`src/rtl/mpadd_sequencer.sv`:
```
// mpadd_sequencer: multi-word ADD/ADC/SUB/SBC sequencer driving regfile addresses and adder opecode/carry.
// Define MPADD_ZERO_FLAG_EN to build the all-words-zero result flag (flag_z); otherwise flag_z is tied 0.
module mpadd_sequencer #(
  parameter int LEN_REG = 16,
  parameter int LEN_OPECODE = 6,
  parameter int LEN_ADDR = 4,
  parameter int LEN_CNT = 3,
  parameter logic [LEN_OPECODE-1:0] OPECODE_ADD = LEN_OPECODE'(8),
  parameter logic [LEN_OPECODE-1:0] OPECODE_ADC = LEN_OPECODE'(9),
  parameter logic [LEN_OPECODE-1:0] OPECODE_SUB = LEN_OPECODE'(10),
  parameter logic [LEN_OPECODE-1:0] OPECODE_SBC = LEN_OPECODE'(11)
) (
  input  logic                   clk,
  input  logic                   rst_n,
  input  logic                   req_valid,
  output logic                   req_ready,
  input  logic                   req_sub,
  input  logic [LEN_CNT-1:0]     req_len,
  input  logic [LEN_ADDR-1:0]    req_base_rd,
  input  logic [LEN_ADDR-1:0]    req_base_rs,
  input  logic                   abort,
  output logic [LEN_ADDR-1:0]    rf_raddr_rd,
  output logic [LEN_ADDR-1:0]    rf_raddr_rs,
  output logic                   rf_we,
  output logic [LEN_ADDR-1:0]    rf_waddr,
  output logic [LEN_OPECODE-1:0] alu_opecode,
  output logic                   alu_carry_i,
  input  logic                   alu_carry_o,
  input  logic [LEN_REG-1:0]     alu_data_o,
  output logic                   done,
  output logic                   flag_c,
  output logic                   flag_z
);
  typedef enum logic [1:0] {IDLE, RUN, DONE} state_t;
  state_t state_q, state_d;
  logic sub_q, sub_d, carry_q, carry_d, flag_c_q, flag_c_d;
  logic [LEN_CNT-1:0] len_q, len_d, idx_q, idx_d;
  logic [LEN_ADDR-1:0] brd_q, brd_d, brs_q, brs_d;
  logic first, last;
  assign first = idx_q == '0;
  assign last = LEN_CNT'(idx_q + 1'b1) == len_q;
  assign req_ready = state_q == IDLE;
  assign done = state_q == DONE;
  assign rf_we = state_q == RUN && !abort;
  assign rf_raddr_rd = brd_q + LEN_ADDR'(idx_q);
  assign rf_raddr_rs = brs_q + LEN_ADDR'(idx_q);
  assign rf_waddr = rf_raddr_rd;
  assign alu_opecode = first ? (sub_q ? OPECODE_SUB : OPECODE_ADD) : (sub_q ? OPECODE_SBC : OPECODE_ADC);
  assign alu_carry_i = !first && carry_q;
  assign flag_c = flag_c_q;
`ifdef MPADD_ZERO_FLAG_EN
  logic z_q, z_d, flag_z_q, flag_z_d, z_word;
  assign z_word = z_q && alu_data_o == '0;
  assign flag_z = flag_z_q;
`else
  assign flag_z = 1'b0 & |alu_data_o;
`endif
  always_comb begin
    state_d = state_q;
    sub_d = sub_q;
    len_d = len_q;
    brd_d = brd_q;
    brs_d = brs_q;
    idx_d = idx_q;
    carry_d = carry_q;
    flag_c_d = flag_c_q;
`ifdef MPADD_ZERO_FLAG_EN
    z_d = z_q;
    flag_z_d = flag_z_q;
`endif
    if (state_q == IDLE) begin
      if (req_valid) begin
        sub_d = req_sub;
        len_d = req_len;
        brd_d = req_base_rd;
        brs_d = req_base_rs;
        idx_d = '0;
        carry_d = 1'b0;
        state_d = req_len == '0 ? DONE : RUN;
        flag_c_d = req_len == '0 ? 1'b0 : flag_c_q;
`ifdef MPADD_ZERO_FLAG_EN
        z_d = 1'b1;
        flag_z_d = req_len == '0 ? 1'b1 : flag_z_q;
`endif
      end
    end else if (state_q == RUN) begin
      if (abort) begin
        state_d = IDLE;
      end else begin
        carry_d = alu_carry_o;
        idx_d = idx_q + 1'b1;
        state_d = last ? DONE : RUN;
        flag_c_d = last ? alu_carry_o : flag_c_q;
`ifdef MPADD_ZERO_FLAG_EN
        z_d = z_word;
        flag_z_d = last ? z_word : flag_z_q;
`endif
      end
    end else begin
      state_d = IDLE;
    end
  end
  always_ff @(posedge clk or negedge rst_n) begin
    if (!rst_n) begin
      state_q <= IDLE;
      sub_q <= 1'b0;
      len_q <= '0;
      brd_q <= '0;
      brs_q <= '0;
      idx_q <= '0;
      carry_q <= 1'b0;
      flag_c_q <= 1'b0;
`ifdef MPADD_ZERO_FLAG_EN
      z_q <= 1'b0;
      flag_z_q <= 1'b0;
`endif
    end else begin
      state_q <= state_d;
      sub_q <= sub_d;
      len_q <= len_d;
      brd_q <= brd_d;
      brs_q <= brs_d;
      idx_q <= idx_d;
      carry_q <= carry_d;
      flag_c_q <= flag_c_d;
`ifdef MPADD_ZERO_FLAG_EN
      z_q <= z_d;
      flag_z_q <= flag_z_d;
`endif
    end
  end
endmodule

```
`config.mk`:
```
export PLATFORM = sky130hd
export DESIGN_NAME = mpadd_sequencer
export DESIGN_NICKNAME = d
export VERILOG_FILES = /design/src/rtl/mpadd_sequencer.sv
export SDC_FILE = /design/constraint.sdc
export NUM_CORES = 1
export LEC_CHECK = 0
export ABC_AREA = 1
export CAP_MARGIN = 10
export CELL_PAD_IN_SITES_DETAIL_PLACEMENT = 1
export CELL_PAD_IN_SITES_GLOBAL_PLACEMENT = 2
export CORE_UTILIZATION = 24
export CTS_BUF_LIST = sky130_fd_sc_hd__clkbuf_8
export CTS_CLUSTER_DIAMETER = 200
export DETAILED_ROUTE_END_ITERATION = 8
export GPL_TIMING_DRIVEN = 0
export PLACE_DENSITY = 0.83
export SETUP_SLACK_MARGIN = 0.4
export SYNTH_ARGS = -nofsm -noshare
export SYNTH_HDL_FRONTEND = slang
export SYNTH_SLANG_ARGS = --single-unit
```
`constraint.sdc`:
```
create_clock -name clk -period 3.2 [get_ports clk]
set_input_delay 0.32 -clock clk [delete_from_list [all_inputs] [get_ports clk]]
set_output_delay 0.32 -clock clk [all_outputs]
set_load 0.02 [all_outputs]
```
Word-level counts from Yosys, hierarchy flattened
Index checks and enable logic that the tools add are counted.
{ "word_totals": {"register_bits": 19, "mem_bits_ro": 0, "elab_cells": 52, "input_bits": 33, "mem_count": 0, "latchBits": 0, "ram_bits": 0, "out_inout_bits": 24} }
{ "op_classes": {"n_div": 0, "n_eq_ne": 6, "order_cmp": 0, "n_shift": 0, "n_mul": 0, "n_reduce_logical": 12, "n_mux": 23, "n_addsub": 3, "bitwise_logic": 0} }
{ "op_table": {"columns": ["op", "count"], "rows": [
  ["$mux W2", 9],
  ["$mux W3", 4],
  ["$mux W1", 10],
  ["$add A4 B3 Y4", 2],
  ["$logic_not A3 Y1", 2],
  ["$reduce_and A5 Y1", 1],
  ["$ne A2 B2 Y1 const B", 2],
  ["$reduce_bool A2 Y1", 2],
  ["$add A3 B1 Y3 const B", 1],
  ["$eq A3 B3 Y1", 1],
  ["$reduce_and A3 Y1", 1],
  ["$eq A2 B1 Y1 const B", 1],
  ["$eq A2 B2 Y1 const B", 1],
  ["$logic_and A1 B1 Y1", 2],
  ["$logic_not A1 Y1", 2],
  ["$logic_not A2 Y1", 1],
  ["$ne A2 B1 Y1 const B", 1],
  ["$reduce_and A2 Y1", 1]
]} }

Logic depth before layout (Yosys ltp)
Gate-level depths: netlist (run 1).
{ "logic_depth": {"depth_word": 6, "depth_mapped": 11, "ltp_nobuf": 11} }

Worst setup path after synthesis (run 1)
No wires, ideal clock.
{ "synth_timing": {"kind": "register -> output", "start": "register idx_q[0]", "end": "output rf_waddr[2]", "slack_ns": 1.213, "stages_incl_launch_ff": 6, "path_buffers": 1, "required_ns": 2.880, "t_arrival_ns": 1.667, "path_cell_list": "dfrtp_1 > ha_1 > inv_1 > fa_1 > xnor2_1 > buf_4"} }
{ "synth_between": {"elab_chain_cells": 1} }
{ "synth_lines": {"columns": ["element", "line_no", "source"], "rows": [
  ["from (decl)", "37", "logic [LEN_CNT-1:0] len_q, len_d, idx_q, idx_d;"],
  ["from (signal assigned)", "123", "idx_q <= idx_d;"],
  ["$add A4 B3 Y4", "45", "assign rf_raddr_rd = brd_q + LEN_ADDR'(idx_q);"],
  ["to (decl)", "25", "output logic [LEN_ADDR-1:0] rf_waddr,"]
]} }
Every way passes these cells.

Final worst setup path (run 1)
Ends and elaborated chain as after synthesis.

==> results.toml, run 1 <==
[outcome]
outcome = "finished clean"

[setup_path]
critPathKind = "flop to output pin"
crit_required_ps = 2880
cp_max_fo = 7
max_stage_delay_ps = 590
cp.arrival_ps = 2320
cp-end-kind = "output pin"
cp_cell_sequence = "ha_1, inv_1, fa_1, xnor2_1, buf_4, clkdlybuf4s50_1"
cp-start-kind = "flop"
slowest_stage = "clkdlybuf4s50_1"

[global_route]
grtUsageTotal_pct = 11.0
first_global_vias = 1021
gr-total-overflow = 0
grt_start_max_net_pins = 20
antenna_found_initial = 0
grt_pass1_wl_um = 4530

[cts]
clkSinkCount = 19
htreeDepth = 1
cts_buffers = 3
cts_resized = 0
clk_pin_slew_ps = 70
cts-hold-fix-buffers = 0
cts_post_setup_buffers_inserted = 0
clock_path_buffers = 2
clk_latency_ps = 250
root_buffer = "clkbuf_8"
cts_tree = "done"

[synth]
synthCells = 151
ys_ff_latch = 19
yosysTopAreaCell = "dfrtp_1"
syn_area_per_cell_um2 = 8.01
yosys.area.top_type_share_pct = 39.3
synth_area_mm2 = 0.00121
ys.flop_type = "dfrtp_1"
synth.distinct_cells = 21
ys_async_sr_fraction_pct = 100
synth_area_leaders = "dfrtp_1, nand2_1, ha_1"
synth_edf_count = 0
synth_most_common_cell = "nand2_1"
ys_top_cells_by_count = "nand2_1, inv_1, dfrtp_1"
yosysWarnings = 0
yosysSeqAreaShare_pct = 39.3

[sta]
fmaxAchievable_mhz = 379
hold_ws_ps = 479
fin_crit_sh_pct = 82.6
rsz0062_at_grt = "no"
slew_headroom_pct = 40.5
drv_slew = 0
tightest_slew_ps = 890
hold_viol = 0
timing.setup.tns_ps = 0
setup_viol = 0
clock_skew_ps = 1.22
period_minus_slack_ps = 2640

[final_layout]
layout-drive-gt1-share_pct = 13.0
antenna_cells = 0
area_growth_pct = 40.6
final_nets = 237

[die]
die_w_um = 73
std_cell_rows = 25
die_height_um = 73
ios = 57
core-area_mm2 = 0.00479
initial_core_util_pct = 25.3
fp.dieArea_mm2 = 0.00533

[pwr]
p_per_area_mw_per_mm2 = 1040
power_w = 0.00177
vdd_ir_drop_max_mv = 0.368
leakage_nw = 0.876

[placed_design]
hpwlAfterDp_um = 2110
place_congestion = 0.712
io_buffers = 35

[job]
drv_cap = 0

[detailed_routing]
dr.pass1.iters = 4
vias = 1008
drc = 0
drt-total-wl_um = 2620
routed_via_density = 3.88
ant_nets = 0
wire_per_inst_um = 10.1
initialDrtViolationCount = 22

[hold_path]
hp-class = "flop to flop"
## final cells by class
cell class | count | area, um2
Sequential cell | 19 | 475
Clock buffer | 3 | 41.3
Buffer | 11 | 82.6
Fill cell | 590 | 3080
Inverter | 27 | 101
Tap cell | 67 | 83.8
Multi-Input combinational cell | 97 | 562
Timing Repair Buffer | 35 | 350
Clock inverter | 1 | 5.00
## critical path, delay by kind of cell, from the launching register on
| family | cells | cell delay, ps |
|---|---|---|
| XOR/XNOR | 1 | 190 |
| flip-flops | 1 | 510 |
| buffers and inverters | 3 | 780 |
| adder cells (fa/ha/maj) | 2 | 590 |
## cell families after synthesis
family / share of synthesized area (%)
simple gates: 23.9
buf+inv: 15.2
other cells: 0.621
xor+xnor: 2.90
fa+ha+maj: 11.6
compound gates: 6.52
flops: 39.3
## path summary, 6_finish.rpt
path / cells after the start / endpoint / startpoint / slack (ps)
min in group asynchronous: 1 / flag_c / rst_n / 570
min: 2 / brd_q[0] / brd_q[0] / 480
max reg2reg: 11 / flag_c / idx_q[1] / 1550
min reg2reg: 2 / brd_q[0] / brd_q[0] / 480
max: 6 / rf_waddr[2] / idx_q[0] / 560
max in group asynchronous: 1 / brd_q[1] / rst_n / 2090
## sequential cells by signal (all words and copies together), names as in the netlist
register / flops
carry_q: 1
idx_q: 3
state_q: 2
sub_q: 1
len_q: 3
brs_q: 4
flag_c: 1
brd_q: 4
## stage by stage
step                      std cells  instance area [um2]  setup slack, ps  utilization [%]
final                           260                 1700              558             35.6
after floorplan                 154                 1220             1210                -
after CTS                       260                 1700              529             35.6
after detailed placement        256                 1660              815             34.6
after global routing            260                 1700              440             35.6
after global placement          256                 1660              840             34.6
## power breakdown
part | switching (W) | internal, W | total (W)
clock network | 0.0000829 | 0.0000865 | 0.000169
logic | 0.000630 | 0.000559 | 0.00119
registers | 0.0000719 | 0.000343 | 0.000415
total | 0.000785 | 0.000988 | 0.00177
## cell usage in the layout, fill, tap and decap left out, drive strengths merged
cell type       n
a21oi           4
xnor2           2
nand2          49
ha              8
fa              2
clkbuf          3
a31oi           1
conb            5
xor2            2
inv            27
o22ai           1
dfrtp          19
clkinv          1
nand3           6
o21ai           8
nor2            9
clkdlybuf4s50  35
buf            11
## routing by layer
layer | global-route usage, % | vias to the layer above | share of wire [%]
met5 | 0 | - | 0
met3 | 0.967 | 2 | 3.1
li1 | - | 524 | -
met2 | 18.9 | 20 | 48
met1 | 14.1 | 462 | 47
met4 | 4.58 | 0 | 1.0
Note: power is estimated with default switching activity, not from simulation.
==> run 2, diff against run 1 <==
- CORE_UTILIZATION: 24 -> 22
- PLACE_DENSITY: 0.83 -> 0.77
- clock period: 3.2 -> 2.5 ns (I/O delays scaled with it)
==> run 2 against run 1 <==
Compared with the run above:
- sequential power increased by 29%
- combinational power increased by 25%
- core utilization decreased by 2.4 points
- total power increased by 26%
- die area increased by 8.8%
- global-route usage decreased by 0.064 points
- final cell count increased by 2.3%
- register-to-register slack got worse by 610 ps
- wire length increased by 9.4%
- critical endpoint is now rf_raddr_rs[3]
==> results.toml, run 2 (synthesized netlist as in run 1, its figures left out) <==
[detailed_routing]
initialDrtViolationCount = 20
ant_nets = 0
dr.pass1.iters = 3
wl_met3_um = 68
vias = 1049
drc = 0
drt-total-wl_um = 2860
wl_met1_um = 1350
met2_length_um = 1420
routed.top_layer = "met4"
routed_via_density = 3.94
wire_per_inst_um = 10.8

[sta]
rsz0062_at_grt = "no"
clock_skew_ps = 0.695
period_minus_slack_ps = 2020
fmaxAchievable_mhz = 496
tightest_slew_ps = 865
drv_slew = 0
timing.setup.tns_ps = 0
layout_setup_ws_ps = 482
fin_crit_sh_pct = 80.7
slew_headroom_pct = 42.2
hold_viol = 0
setup_viol = 0

[global_route]
gr-total-overflow = 0
first_global_vias = 1103
grt_start_max_net_pins = 20
grt_pass1_wl_um = 5150
antenna_found_initial = 0
grtUsageTotal_pct = 10.9

[cts]
cts_tree = "done"
root_buffer = "clkbuf_8"
clk_pin_slew_ps = 70
clk_latency_ps = 250
clkSinkCount = 19
htreeDepth = 1
cts_buffers = 3
clock_path_buffers = 2

[placed_design]
place_congestion = 0.749
hpwlAfterDp_um = 2240
io_buffers = 35
dp_slack_ps = 151

[die]
std_cell_rows = 26
initial_core_util_pct = 23.2
ios = 57
die_height_um = 76.2
core-area_mm2 = 0.00520
fp.dieArea_mm2 = 0.00580
die_w_um = 76.2

[final_layout]
reg_top3 = "brd_q: 4 flops, brs_q: 4 flops"
layout_commonest_cell = "nand2_1"
layout-drive-gt1-share_pct = 20.9
final_nets = 240
multi_input_area_um2 = 589
layout_common_cells = "nand2_1, clkdlybuf4s50_1, inv_1"
nFillCells = 641
ff_latch_area_um2 = 479
area_growth_pct = 42.7
antenna_cells = 0

[pwr]
p_seq_share_pct = 23.9
leakage_nw = 0.906
power.share.combinational_pct = 66.5
p_int_w = 0.00120
p_per_area_mw_per_mm2 = 1300
vdd_ir_drop_max_mv = 0.357
clockPowerShare_pct = 9.6
power.switching_w = 0.00104
swShare_pct = 46.3

[hold_path]
hp-class = "flop to flop"

[setup_path]
cp-start-kind = "flop"
cp-end-kind = "output pin"
critPathKind = "flop to output pin"
crit_required_ps = 2250
cp_max_fo = 5
cp.arrival_ps = 1770

[job]
drv_cap = 0

[outcome]
outcome = "finished clean"
==> run 2: layout make-up <==
type | instances | area share (%)
multi-input cells | 97 | 34.1
flip-flops and latches | 19 | 27.8
repair buffers | 38 | 19.8
inverters | 27 | 5.87
well taps | 70 | 5.07
plain buffers | 11 | 4.78
clock buffers | 3 | 2.39
clock inverters | 1 | 0.217
==> run 2: per-stage QoR <==
step	instances	total power [W]	utilization, %	area (um2)	hold slack [ps]
floorplan	154	0.00148	-	1220	-45.6
global placement	259	0.00207	31.9	1660	456
detailed placement	259	0.00210	31.9	1660	462
CTS	265	0.00226	33.0	1720	480
global route	266	0.00244	33.2	1730	512
finish	266	0.00224	33.2	1730	473
==> run 2: power by group through the flow <==
stage,clock network (W),registers [W],logic (W)
6_report,0.000214,0.000534,0.00149
5_1_grt,0.000231,0.000557,0.00165
4_1_cts,0.000224,0.000527,0.00151
3_5_place_dp,0,0.000538,0.00156
3_3_place_gp,0,0.000533,0.00153
2_1_floorplan,0,0.000520,0.000958
==> run 2: critical path: stages (launching register included) <==
cell,delay (ps)
dfrtp_2,470
ha_1,360
a21oi_1,140
nand2_1,80
xor2_1,130
dlygate4sd2_1,350
==> run 2: final timing paths <==
check                              start        endpoint  slack [ps]  cells past startpoint
worst max register to register  idx_q[0]          flag_c         940                     12
worst min-delay path              flag_c          flag_c         470                      2
min in group asynchronous          rst_n          flag_c         490                      1
worst max-delay path            idx_q[2]  rf_raddr_rs[3]         480                      5
worst min register to register    flag_c          flag_c         470                      2
max in group asynchronous          rst_n        idx_q[2]        1430                      1
==> run 2: per-layer routing <==
layer / global-route usage, % / vias to the layer above
li1: - / 527
met1: 13.8 / 502
met2: 19.1 / 18
met3: 1.32 / 2
met4: 4.04 / 0
met5: 0 / -
==> run 2: timing repair <==
item / in CTS / in global routing
pin swaps: 0 / 2
endpoints found under the setup margin: 10 / 7
gates resized for setup: 25 / 12
setup buffers: 2 / 1
hold endpoints to repair: 0 / 0
hold buffers: 0 / 0
==> run 3, diff against run 2 <==
- CORE_UTILIZATION: 22 -> 20
- PLACE_DENSITY: 0.77 -> 0.74
- clock period: 2.5 -> 1.8 ns (I/O delays scaled with it)
==> run 3 against run 2 <==
Compared with the run above:
- via count increased by 2.0%
- largest power group unchanged
- worst hold slack got worse by 62 ps
- the run now ends with negative setup slack left
- setup slack got worse by 530 ps
- cell area grew 12%
==> results.toml, run 3 (synthesized netlist as in run 1, its figures left out) <==
[detailed_routing]
met2_length_um = 1530
dr.pass1.iters = 4
ant_nets = 0
drc = 0
drt-total-wl_um = 3030
wire_per_inst_um = 11.0
wl_met1_um = 1360
routed_via_density = 3.91
routed.top_layer = "met4"
wl_met3_um = 89
initialDrtViolationCount = 11
vias = 1070

[pwr]
p_int_w = 0.00205
power_w = 0.00370
power.switching_w = 0.00164
power.share.combinational_pct = 71.2
vdd_ir_drop_max_mv = 0.882
swShare_pct = 44.5
p_seq_share_pct = 20.8
p_per_area_mw_per_mm2 = 1920
leakage_nw = 0.985
clockPowerShare_pct = 8.0

[final_layout]
layout_common_cells = "nand2_1, buf_4, inv_1"
final_nets = 246
layout-drive-gt1-share_pct = 40.1
layout_commonest_cell = "nand2_1"
antenna_cells = 0
area_growth_pct = 59.2
reg_top3 = "brd_q: 4 flops, brs_q: 4 flops"
final_util_pct = 33.9

[die]
die_height_um = 79.8
std_cell_rows = 27
die_w_um = 79.8
core-area_mm2 = 0.00568
ios = 57
fp.dieArea_mm2 = 0.00636
initial_core_util_pct = 21.3

[cts]
cts_buffers = 3
clock_path_buffers = 2
root_buffer = "clkbuf_8"
clk_pin_slew_ps = 70
clk_latency_ps = 260
clkSinkCount = 19
cts_tree = "done"
htreeDepth = 1

[hold_path]
hp-class = "primary input to async pin"

[sta]
layout_setup_ws_ps = -51.6
period_minus_slack_ps = 1850
setup_viol = 3
fin_crit_sh_pct = 103
rsz0062_at_grt = "yes"
hold_ws_ps = 411
slew_headroom_pct = 41.4
clock_skew_ps = 4.19
hold_viol = 0
fmaxAchievable_mhz = 540
drv_slew = 0
tightest_slew_ps = 876

[setup_path]
cp-start-kind = "flop"
worstSetupEndpoint = "rf_waddr[1]"
cp_cell_sequence = "ha_4, inv_2, fa_2, inv_4, buf_6, buf_6"
cp-end-kind = "output pin"
crit_required_ps = 1620
cp_max_fo = 3
cp-startpoint = "idx_q[0]"
crit_top_cell = "buf_6"
max_stage_delay_ps = 540
critPathKind = "flop to output pin"
worst-r2r-setup-slack_ps = 120
slowest_stage = "fa_2"
cp.arrival_ps = 1670
reg2reg_to = "flag_c"
r2r_cells = 13
r2r_start = "idx_q[0]"

[placed_design]
hpwlAfterDp_um = 2350
io_buffers = 35
place_congestion = 0.721

[global_route]
antenna_found_initial = 0
grt_pass1_wl_um = 5030
grtUsageTotal_pct = 10.8
first_global_vias = 1092
grt_start_max_net_pins = 20
gr-total-overflow = 0

[outcome]
violations = "negative setup slack"
outcome = "finished with violations"

[job]
drv_cap = 0
-- run 3: changes by cell type in the layout (fill, tap and decap cells not counted), moves of 3 or more --
cell,before,now
a21oi_2,0,4
a21oi_1,4,0
inv_2,5,9
buf_4,14,18
nand2_1,47,41
ha_1,7,3
nand2_2,1,7
inv_1,23,17
buf_6,0,13
clkdlybuf4s50_1,25,16
ha_4,1,4
-- run 3: per-layer routing --
metal | global-route usage, % | up-vias
met2 | 18.5 | 22
met1 | 13.1 | 504
met5 | 0 | -
met4 | 5.36 | 0
met3 | 1.49 | 4
li1 | - | 540
-- run 3: through the flow --
stage               instance area [um2]  cells  setup slack [ps]  TNS (ps)
finish                             1930    274             -51.6     -93.8
global route                       1930    274             -95.8      -382
CTS                                1850    270             -50.0      -134
detailed placement                 1750    261              -416     -2550
global placement                   1750    261              -398     -2430
floorplan                          1310    154               182         0
-- run 3: how the worst min path moves through the flow --
stage / endpoint / slack (ps) / depth (start not counted)
final: len_q[1] / 410 / 1
after CTS: brs_q[2] / 460 / 3
after global routing: brs_q[0] / 480 / 3
after floorplan: brd_q[0] / -120 / 0
after global placement: flag_c / 460 / 2
after detailed placement: flag_c / 460 / 2
-- run 3: power groups by stage --
stage	clock network, W	logic (W)	registers (W)
6_report	0.000296	0.00263	0.000767
5_1_grt	0.000318	0.00288	0.000792
4_1_cts	0.000312	0.00250	0.000779
3_5_place_dp	0	0.00239	0.000784
3_3_place_gp	0	0.00236	0.000771
2_1_floorplan	0	0.00156	0.000747
-- run 3: layout make-up --
type / instances / area (um2)
flip-flops and latches: 19 / 479
clock buffers: 3 / 41.3
repair buffers: 44 / 418
clock inverters: 1 / 3.75
well taps: 72 / 90.1
fillers: 680 / 3750
inverters: 27 / 106
plain buffers: 11 / 93.8
multi-input cells: 97 / 693
-- run 3: critical path, delay by kind of cell, from the launching register on --
kind | cells | cell delay, ps
buffers and inverters | 4 | 290
adders and majority gates | 2 | 700
DFF | 1 | 430
-- run 3: repair_timing --
item | in CTS | in global routing
hold buffers | 0 | 0
endpoints found under the setup margin | 21 | 19
buffers inserted | 5 | 4
gates cloned | 0 | 0
pin swaps | 12 | 6
resized for setup | 99 | 13
